<file path="config.mk">
export PLATFORM = sky130hd
export DESIGN_NAME = mem_bus_ctrl
export DESIGN_NICKNAME = d
export VERILOG_FILES = /design/src/rtl/mem_bus_ctrl.sv
export SDC_FILE = /design/constraint.sdc
export NUM_CORES = 1
export LEC_CHECK = 0
export CORE_ASPECT_RATIO = 0.5
export CORE_UTILIZATION = 45
export CTS_BUF_LIST = sky130_fd_sc_hd__clkbuf_8
export DETAILED_ROUTE_END_ITERATION = 7
export PLACE_DENSITY_LB_ADDON = 0.1
export RECOVER_POWER = 25
export SLEW_MARGIN = 5
export SYNTH_ARGS = -nofsm -noshare
export SYNTH_HDL_FRONTEND = slang
export SYNTH_SLANG_ARGS = --single-unit
</file>
<file path="constraint.sdc">
create_clock -name clk_166M66 -period 4 [get_ports clk_166M66]
set_input_delay 0.4 -clock clk_166M66 [delete_from_list [all_inputs] [get_ports clk_166M66]]
set_output_delay 0.4 -clock clk_166M66 [all_outputs]
set_load 0.01 [all_outputs]
</file>
<file path="src/rtl/mem_bus_ctrl.sv">
`default_nettype none
// ============================================================================
// Module      : mem_bus_ctrl
// Description : Memory bus controller placed after the bus arbiter. It
//               latches the granted master's request and runs one complete,
//               non-abortable access on an asynchronous SRAM. Read and write
//               wait states and post-access bus turnaround are programmable.
//               Read data and a one-cycle done pulse go back to the master
//               that owned the access.
// Revision    : 1.0 - initial release
// ============================================================================
module mem_bus_ctrl #(
    parameter int ADDR_W     = 20,
    parameter int DATA_W     = 16,
    parameter int RD_WAIT    = 2,
    parameter int WR_WAIT    = 1,
    parameter int TURNAROUND = 1
) (
    input  logic              clk_166M66,
    input  logic              mcu_sys_rst_n,
    input  logic              i_data_bus_enable,
    input  logic              i_data_bus_rw,
    input  logic              i_l2_allow,
    input  logic              i_dsc_allow,
    input  logic [ADDR_W-1:0] i_l2_addr,
    input  logic [DATA_W-1:0] i_l2_wdata,
    input  logic [ADDR_W-1:0] i_dsc_addr,
    input  logic [DATA_W-1:0] i_dsc_wdata,
    output logic [DATA_W-1:0] o_rdata,
    output logic              o_l2_done,
    output logic              o_dsc_done,
    output logic              o_grant_err,
    output logic              o_busy,
    output logic [ADDR_W-1:0] o_mem_addr,
    output logic              o_mem_ce_n,
    output logic              o_mem_oe_n,
    output logic              o_mem_we_n,
    output logic [DATA_W-1:0] o_mem_dq_out,
    output logic              o_mem_dq_oe,
    input  logic [DATA_W-1:0] i_mem_dq_in
);

    // Counter load values; the counter is 3 bits wide (wait states 0..7).
    localparam logic [2:0] c_RD_LOAD   = 3'(RD_WAIT);
    localparam logic [2:0] c_WR_LOAD   = 3'(WR_WAIT);
    localparam logic [2:0] c_TURN_LOAD = (TURNAROUND > 0) ? 3'(TURNAROUND - 1) : 3'd0;
    localparam bit         c_HAS_TURN  = (TURNAROUND > 0);

    typedef enum logic [2:0] {
        S_IDLE   = 3'd0,
        S_SETUP  = 3'd1,
        S_ACCESS = 3'd2,
        S_DONE   = 3'd3,
        S_TURN   = 3'd4
    } state_t;

    state_t            state_q;
    logic [2:0]        cnt_q;
    logic              rw_q;       // 1 = write
    logic              src_dsc_q;  // 1 = DSC owns the access, 0 = L2
    logic [DATA_W-1:0] rdata_q;
    logic              l2_done_q;
    logic              dsc_done_q;
    logic              grant_err_q;
    logic              busy_q;
    logic [ADDR_W-1:0] mem_addr_q;
    logic              ce_n_q;
    logic              oe_n_q;
    logic              we_n_q;
    logic [DATA_W-1:0] dq_out_q;
    logic              dq_oe_q;

    logic w_one_allow;
    logic w_both_allow;

    assign w_one_allow  = i_l2_allow ^ i_dsc_allow;
    assign w_both_allow = i_l2_allow & i_dsc_allow;

    // Access sequencer: every output is registered as the value it must
    // hold in the state being entered, so strobes never glitch.
    always_ff @(posedge clk_166M66 or negedge mcu_sys_rst_n) begin
        if (!mcu_sys_rst_n) begin
            state_q     <= S_IDLE;
            cnt_q       <= 3'd0;
            rw_q        <= 1'b0;
            src_dsc_q   <= 1'b0;
            rdata_q     <= '0;
            l2_done_q   <= 1'b0;
            dsc_done_q  <= 1'b0;
            grant_err_q <= 1'b0;
            busy_q      <= 1'b0;
            mem_addr_q  <= '0;
            ce_n_q      <= 1'b1;
            oe_n_q      <= 1'b1;
            we_n_q      <= 1'b1;
            dq_out_q    <= '0;
            dq_oe_q     <= 1'b0;
        end else begin
            l2_done_q   <= 1'b0;
            dsc_done_q  <= 1'b0;
            grant_err_q <= 1'b0;

            case (state_q)
                S_IDLE: begin
                    if (i_data_bus_enable && w_both_allow) begin
                        // Ambiguous grant: flag it and start nothing.
                        grant_err_q <= 1'b1;
                    end else if (i_data_bus_enable && w_one_allow) begin
                        // Address and write data are captured once here and
                        // held on the SRAM pins for the whole access.
                        state_q    <= S_SETUP;
                        busy_q     <= 1'b1;
                        rw_q       <= i_data_bus_rw;
                        src_dsc_q  <= i_dsc_allow;
                        mem_addr_q <= i_dsc_allow ? i_dsc_addr : i_l2_addr;
                        ce_n_q     <= 1'b0;
                        if (i_data_bus_rw) begin
                            dq_oe_q  <= 1'b1;
                            dq_out_q <= i_dsc_allow ? i_dsc_wdata : i_l2_wdata;
                        end else begin
                            oe_n_q <= 1'b0;
                        end
                    end
                end

                S_SETUP: begin
                    // Address has had one cycle of setup; open the strobe.
                    state_q <= S_ACCESS;
                    cnt_q   <= rw_q ? c_WR_LOAD : c_RD_LOAD;
                    if (rw_q) begin
                        we_n_q <= 1'b0;
                    end
                end

                S_ACCESS: begin
                    if (cnt_q == 3'd0) begin
                        state_q <= S_DONE;
                        ce_n_q  <= 1'b1;
                        oe_n_q  <= 1'b1;
                        we_n_q  <= 1'b1;
                        // dq_oe is left as is so write data is held past we_n.
                        if (!rw_q) begin
                            rdata_q <= i_mem_dq_in;
                        end
                        l2_done_q  <= ~src_dsc_q;
                        dsc_done_q <= src_dsc_q;
                    end else begin
                        cnt_q <= cnt_q - 3'd1;
                    end
                end

                S_DONE: begin
                    dq_oe_q <= 1'b0;
                    if (c_HAS_TURN) begin
                        state_q <= S_TURN;
                        cnt_q   <= c_TURN_LOAD;
                    end else begin
                        state_q <= S_IDLE;
                        busy_q  <= 1'b0;
                    end
                end

                S_TURN: begin
                    if (cnt_q == 3'd0) begin
                        state_q <= S_IDLE;
                        busy_q  <= 1'b0;
                    end else begin
                        cnt_q <= cnt_q - 3'd1;
                    end
                end

                default: begin
                    state_q <= S_IDLE;
                    busy_q  <= 1'b0;
                    ce_n_q  <= 1'b1;
                    oe_n_q  <= 1'b1;
                    we_n_q  <= 1'b1;
                    dq_oe_q <= 1'b0;
                end
            endcase
        end
    end

    assign o_rdata      = rdata_q;
    assign o_l2_done    = l2_done_q;
    assign o_dsc_done   = dsc_done_q;
    assign o_grant_err  = grant_err_q;
    assign o_busy       = busy_q;
    assign o_mem_addr   = mem_addr_q;
    assign o_mem_ce_n   = ce_n_q;
    assign o_mem_oe_n   = oe_n_q;
    assign o_mem_we_n   = we_n_q;
    assign o_mem_dq_out = dq_out_q;
    assign o_mem_dq_oe  = dq_oe_q;

endmodule
`default_nettype wire

</file>
# Word level (Yosys, flattened, before mapping)
# Index checks and enable logic that the tools add are counted.
[op_classes]
addsub = 1
n_eq_ne = 12
n_mux = 34
bitwise = 9
reduce_logical = 20
[ops]
columns = ["op", "count"]
rows = [
  ["20-bit 2-to-1 mux", 1],
  ["4-bit AND reduction", 5],
  ["1-bit 2-to-1 mux", 19],
  ["16-bit 2-to-1 mux", 1],
  ["2-bit != test (second input constant)", 8],
  ["3-bit 2-to-1 mux", 5],
  ["3-bit one-hot mux with 5 select lines", 1],
  ["1-bit one-hot mux with 3 select lines", 4],
  ["3-bit OR reduction", 4],
  ["3-bit one-hot mux with 3 select lines", 1],
  ["3-bit AND reduction", 3],
  ["1-bit NOT", 7],
  ["3-bit by 2-bit equality test with 1-bit output (second input constant)", 2],
  ["3-bit logical NOT", 2],
  ["5-bit AND reduction", 1],
  ["3-bit by 1-bit equality test with 1-bit output (second input constant)", 1],
  ["3-bit equality test (second input constant)", 1],
  ["3-bit nonzero test", 1],
  ["3-bit by 1-bit subtractor with 3-bit output (second input constant)", 1],
  ["1-bit logical AND", 2],
  ["2-bit 2-to-1 mux", 1],
  ["1-bit one-hot mux with 2 select lines", 1],
  ["2-bit AND reduction", 1],
  ["2-bit OR reduction", 1],
  ["other kinds (2)", 2],
]
[totals]
reg_bits = 68

# Depth between registers and ports, before layout
[depth]
ltp_word = 5
ltp_mapped = 8
mapped_depth_nobuf = 6

# Least setup slack after synthesis
# No wires, ideal clock.
[synth_path]
path_kind = "register to register"
from = "register cnt_q[0]"
to = "register rdata_q[10] (netlist: o_rdata[10])"
setup_time_ps = 125
t_arrival_ps = 1914
t_required_ps = 3875
setup_slack_ps = 1961
path_stages_with_launch = 9
n_path_buf = 2
path_cell_list = "dfrtp_1 > inv_1 > ha_1 > ha_1 > buf_2 > nand4bb_1 > nor2_1 > buf_4 > mux2_2"
[synth_via]
elab_chain_cells = 2
[synth_lines]
columns = ["element", "line_no", "rtl"]
rows = [
  ["start, declared", "58", "logic [2:0] cnt_q;"],
  ["start signal, assigned", "129", "cnt_q <= rw_q ? c_WR_LOAD : c_RD_LOAD;"],
  ["start signal, assigned", "148", "cnt_q <= cnt_q - 3'd1;"],
  ["start signal, assigned", "156", "cnt_q <= c_TURN_LOAD;"],
  ["3-bit logical NOT", "136", "if (cnt_q == 3'd0) begin"],
  ["3-bit AND reduction (no source line)", "-", ""],
  ["end signal, assigned", "143", "rdata_q <= i_mem_dq_in;"],
  ["end, declared", "61", "logic [DATA_W-1:0] rdata_q;"],
]
# No other way between the ends.
# A chain may end at the register's enable or synchronous reset.

# Worst setup path after layout
[layout_path]
from = "register state_q[2]"
to = "register dq_out_q[13] (netlist: o_mem_dq_out[13])"
[layout_via]
elab_chain_cells = 2
[layout_lines]
columns = ["element", "line_no", "rtl"]
rows = [
  ["start, declared", "57", "state_t state_q;"],
  ["start signal, assigned", "83", "state_q <= S_IDLE;"],
  ["start signal, assigned", "111", "state_q <= S_SETUP;"],
  ["start signal, assigned", "128", "state_q <= S_ACCESS;"],
  ["3-bit logical NOT", "103", "case (state_q)"],
  ["4-bit AND reduction (no source line)", "-", ""],
  ["end signal, assigned", "119", "dq_out_q <= i_dsc_allow ? i_dsc_wdata : i_l2_wdata;"],
  ["end, declared", "70", "logic [DATA_W-1:0] dq_out_q;"],
]
# No other way between the ends.

==> results.ini <==
[status]
status=finished clean

[die]
pin_count=154
start_util=0.473
die_width_um=122
die_h_um=61.8
num_rows=21
fp.coreArea_um2=6810
die_area_um2=7520

[detailed_routing]
wirelength_um=7710
drt-pass1-iter-count=4
drc=0
vias_per_cell=5.20
ant_nets=0
routedWlPerCell_um=15.2
drtIter0Drc=71
via_count=2635

[cts]
insertion_delay_ns=0.34
cts_setup_buffers=0
max-clock-path-buffers=2
cts_resized=0
ctsHoldBuffers=0
path_clk_slew_ns=0.08
cts_root_buf=clkbuf_8
cts_tree=built
numCtsBuffers=9
clock_sinks=68
htree_num_levels=3

[grt]
grt_pass1_wl_um=11900
grt_pass1_vias=2546
grt_busiest_layer=met2
antenna_found_initial=0
grt_usage=0.212
grt_start_max_net_pins=44
grt-ovfl-total=0
met2_usage=0.369
use_met3=0.0630
met1_usage=0.254

[cells_and_area]
fin_nets=507
mostFrequentLayoutCells=clkdlybuf4s50_1 (151), dfrtp_1 (65), mux2_2 (40)
fin_cells=507
areaGrowthSynthToFinish_pct=56.8
n_fill_cell=466
antenna_cells=0
layout_commonest_cell=clkdlybuf4s50_1
fin_util=0.742
drive_above_1_share=0.164

[yosys]
muxShareOfSynthArea=0.237
yosysSeqAreaShare=0.530
synth_flop_cell=dfrtp_1
syn-num-nets=358
synth_warnings=0
synth_seq_cells=68
synth_edf_count=0
synth_top_family_by_area=multiplexers
syn_area_per_cell_um2=12.3
yosys.area_share.simple=0.0540
ys_types=42
synth_compound_area_frac=0.126
ys_async_sr_fraction=1.00
syn_area_um2=3220
synthAdderAreaFrac=0.0117
synthCells=261
synth_xor_area_frac=0.00544

[sta]
setup_viol=0
rsz0062_at_grt=false
finalSetupTns_ns=0
drv_slew=0
worst_pin_slew_ns=1.41
slew_headroom=0.0578
timing.hold.ws_ns=0.376
fmax_ghz=0.463
period_share=0.540
hold_viol=0
fin_crit_ns=2.16
finClkSkew_ns=0.00963

[pwr]
max-vdd-ir-drop_uv=320
powerDensity_nw_per_um2=694
p_leak_nw=2.12

[critical_path]
slowest_stage=dfrtp_1
endpoint_kind=flop
crit_path_start_kind=flop
path_cells=nor4b_4, buf_4, nand3_4, mux2_1
required_ns=4.22
critical_path_class=reg -> reg
path_max_fanout=43
cpPeakStageDelay_ns=0.59
cp.arrival_ns=2.38

[job]
cap_violations=0

[worst_hold_path]
min-delay-path-class=in -> async

[placed_design]
port_buffers=153
hpwlAfterDp_um=5630
routabilityCongestion=0.830
dp.cells=491

[routing by layer]
layer  part of all wire  up-vias
met5                  0        -
met4              0.016        0
met3              0.064       14
met2               0.49      104
met1               0.43     1256
li1                   -     1261
[area by class of cell]
type / count / area, um2 / share of cell area
Timing Repair Buffer: 158 / 1560 / 0.309
Sequential cell: 68 / 1710 / 0.338
Multi-Input combinational cell: 165 / 1400 / 0.277
Tap cell: 92 / 115 / 0.0228
Clock buffer: 9 / 124 / 0.0245
Inverter: 8 / 30.0 / 0.00595
Clock inverter: 7 / 116 / 0.0230
[power breakdown]
group,internal (mW),switching (mW)
clock,0.413,0.251
combinational,0.924,0.644
sequential,1.02,0.250
[worst paths after layout]
| path | startpoint | endpoint | slack (ns) | cells after the start |
|---|---|---|---|---|
| max | state_q[2] | o_mem_dq_out[13] | 1.84 | 4 |
| min | mcu_sys_rst_n | o_mem_addr[1] | 0.38 | 1 |
| max reg2reg | state_q[2] | o_mem_dq_out[13] | 1.84 | 4 |
| min reg2reg | src_dsc_q | o_l2_done | 0.45 | 1 |
| max in group asynchronous | mcu_sys_rst_n | o_mem_we_n | 2.38 | 2 |
| min in group clk_166M66 | src_dsc_q | o_l2_done | 0.45 | 1 |
[per-stage QoR]
| stage | setup slack [ns] | instance area (um2) | power [mW] |
|---|---|---|---|
| final | 1.84 | 5050 | 3.50 |
| after floorplan | 1.96 | 3220 | 2.02 |
| after detailed placement | 1.51 | 4810 | 2.85 |
| after global routing | 1.69 | 5050 | 3.74 |
| after global placement | 1.59 | 4810 | 2.79 |
| after CTS | 1.82 | 5050 | 3.53 |
[cells in the mapped netlist, drive strengths merged, types with 3 or more instances]
master / instances / share of area
dfrtp: 65 / 0.51
mux2: 49 / 0.17
a21oi: 23 / 0.036
a31oi: 21 / 0.041
mux2i: 21 / 0.065
clkbuf: 12 / 0.014
buf: 8 / 0.013
inv: 8 / 0.0093
nor2: 8 / 0.0093
dfstp: 3 / 0.024
ha: 3 / 0.012
nand2: 3 / 0.0035
nor2b: 3 / 0.0058
o21ai: 3 / 0.0047
[cell families (layout without fill, tap and decap cells)]
family	count (synthesis)	count (layout)
XOR/XNOR	2	2
flip-flops	68	68
multiplexers	70	70
buffers and inverters	28	182
AO/OA/AOI/OAI	64	64
adder cells (fa/ha/maj)	3	3
AND/OR/NAND/NOR	26	26
[sequential cells by signal (all words and copies together), names as in the netlist, 3 cells and up]
| signal | cells |
|---|---|
| o_rdata | 16 |
| state_q | 3 |
| o_mem_addr | 20 |
| cnt_q | 3 |
| o_mem_dq_out | 16 |
[worst max-delay path, delay by kind of cell, from the launching register on]
family	cells	cell delay [ns]
mux	1	0.40
buf+inv	1	0.40
simple gates	2	0.64
flops	1	0.59
(Power assumes the default switching activity.)
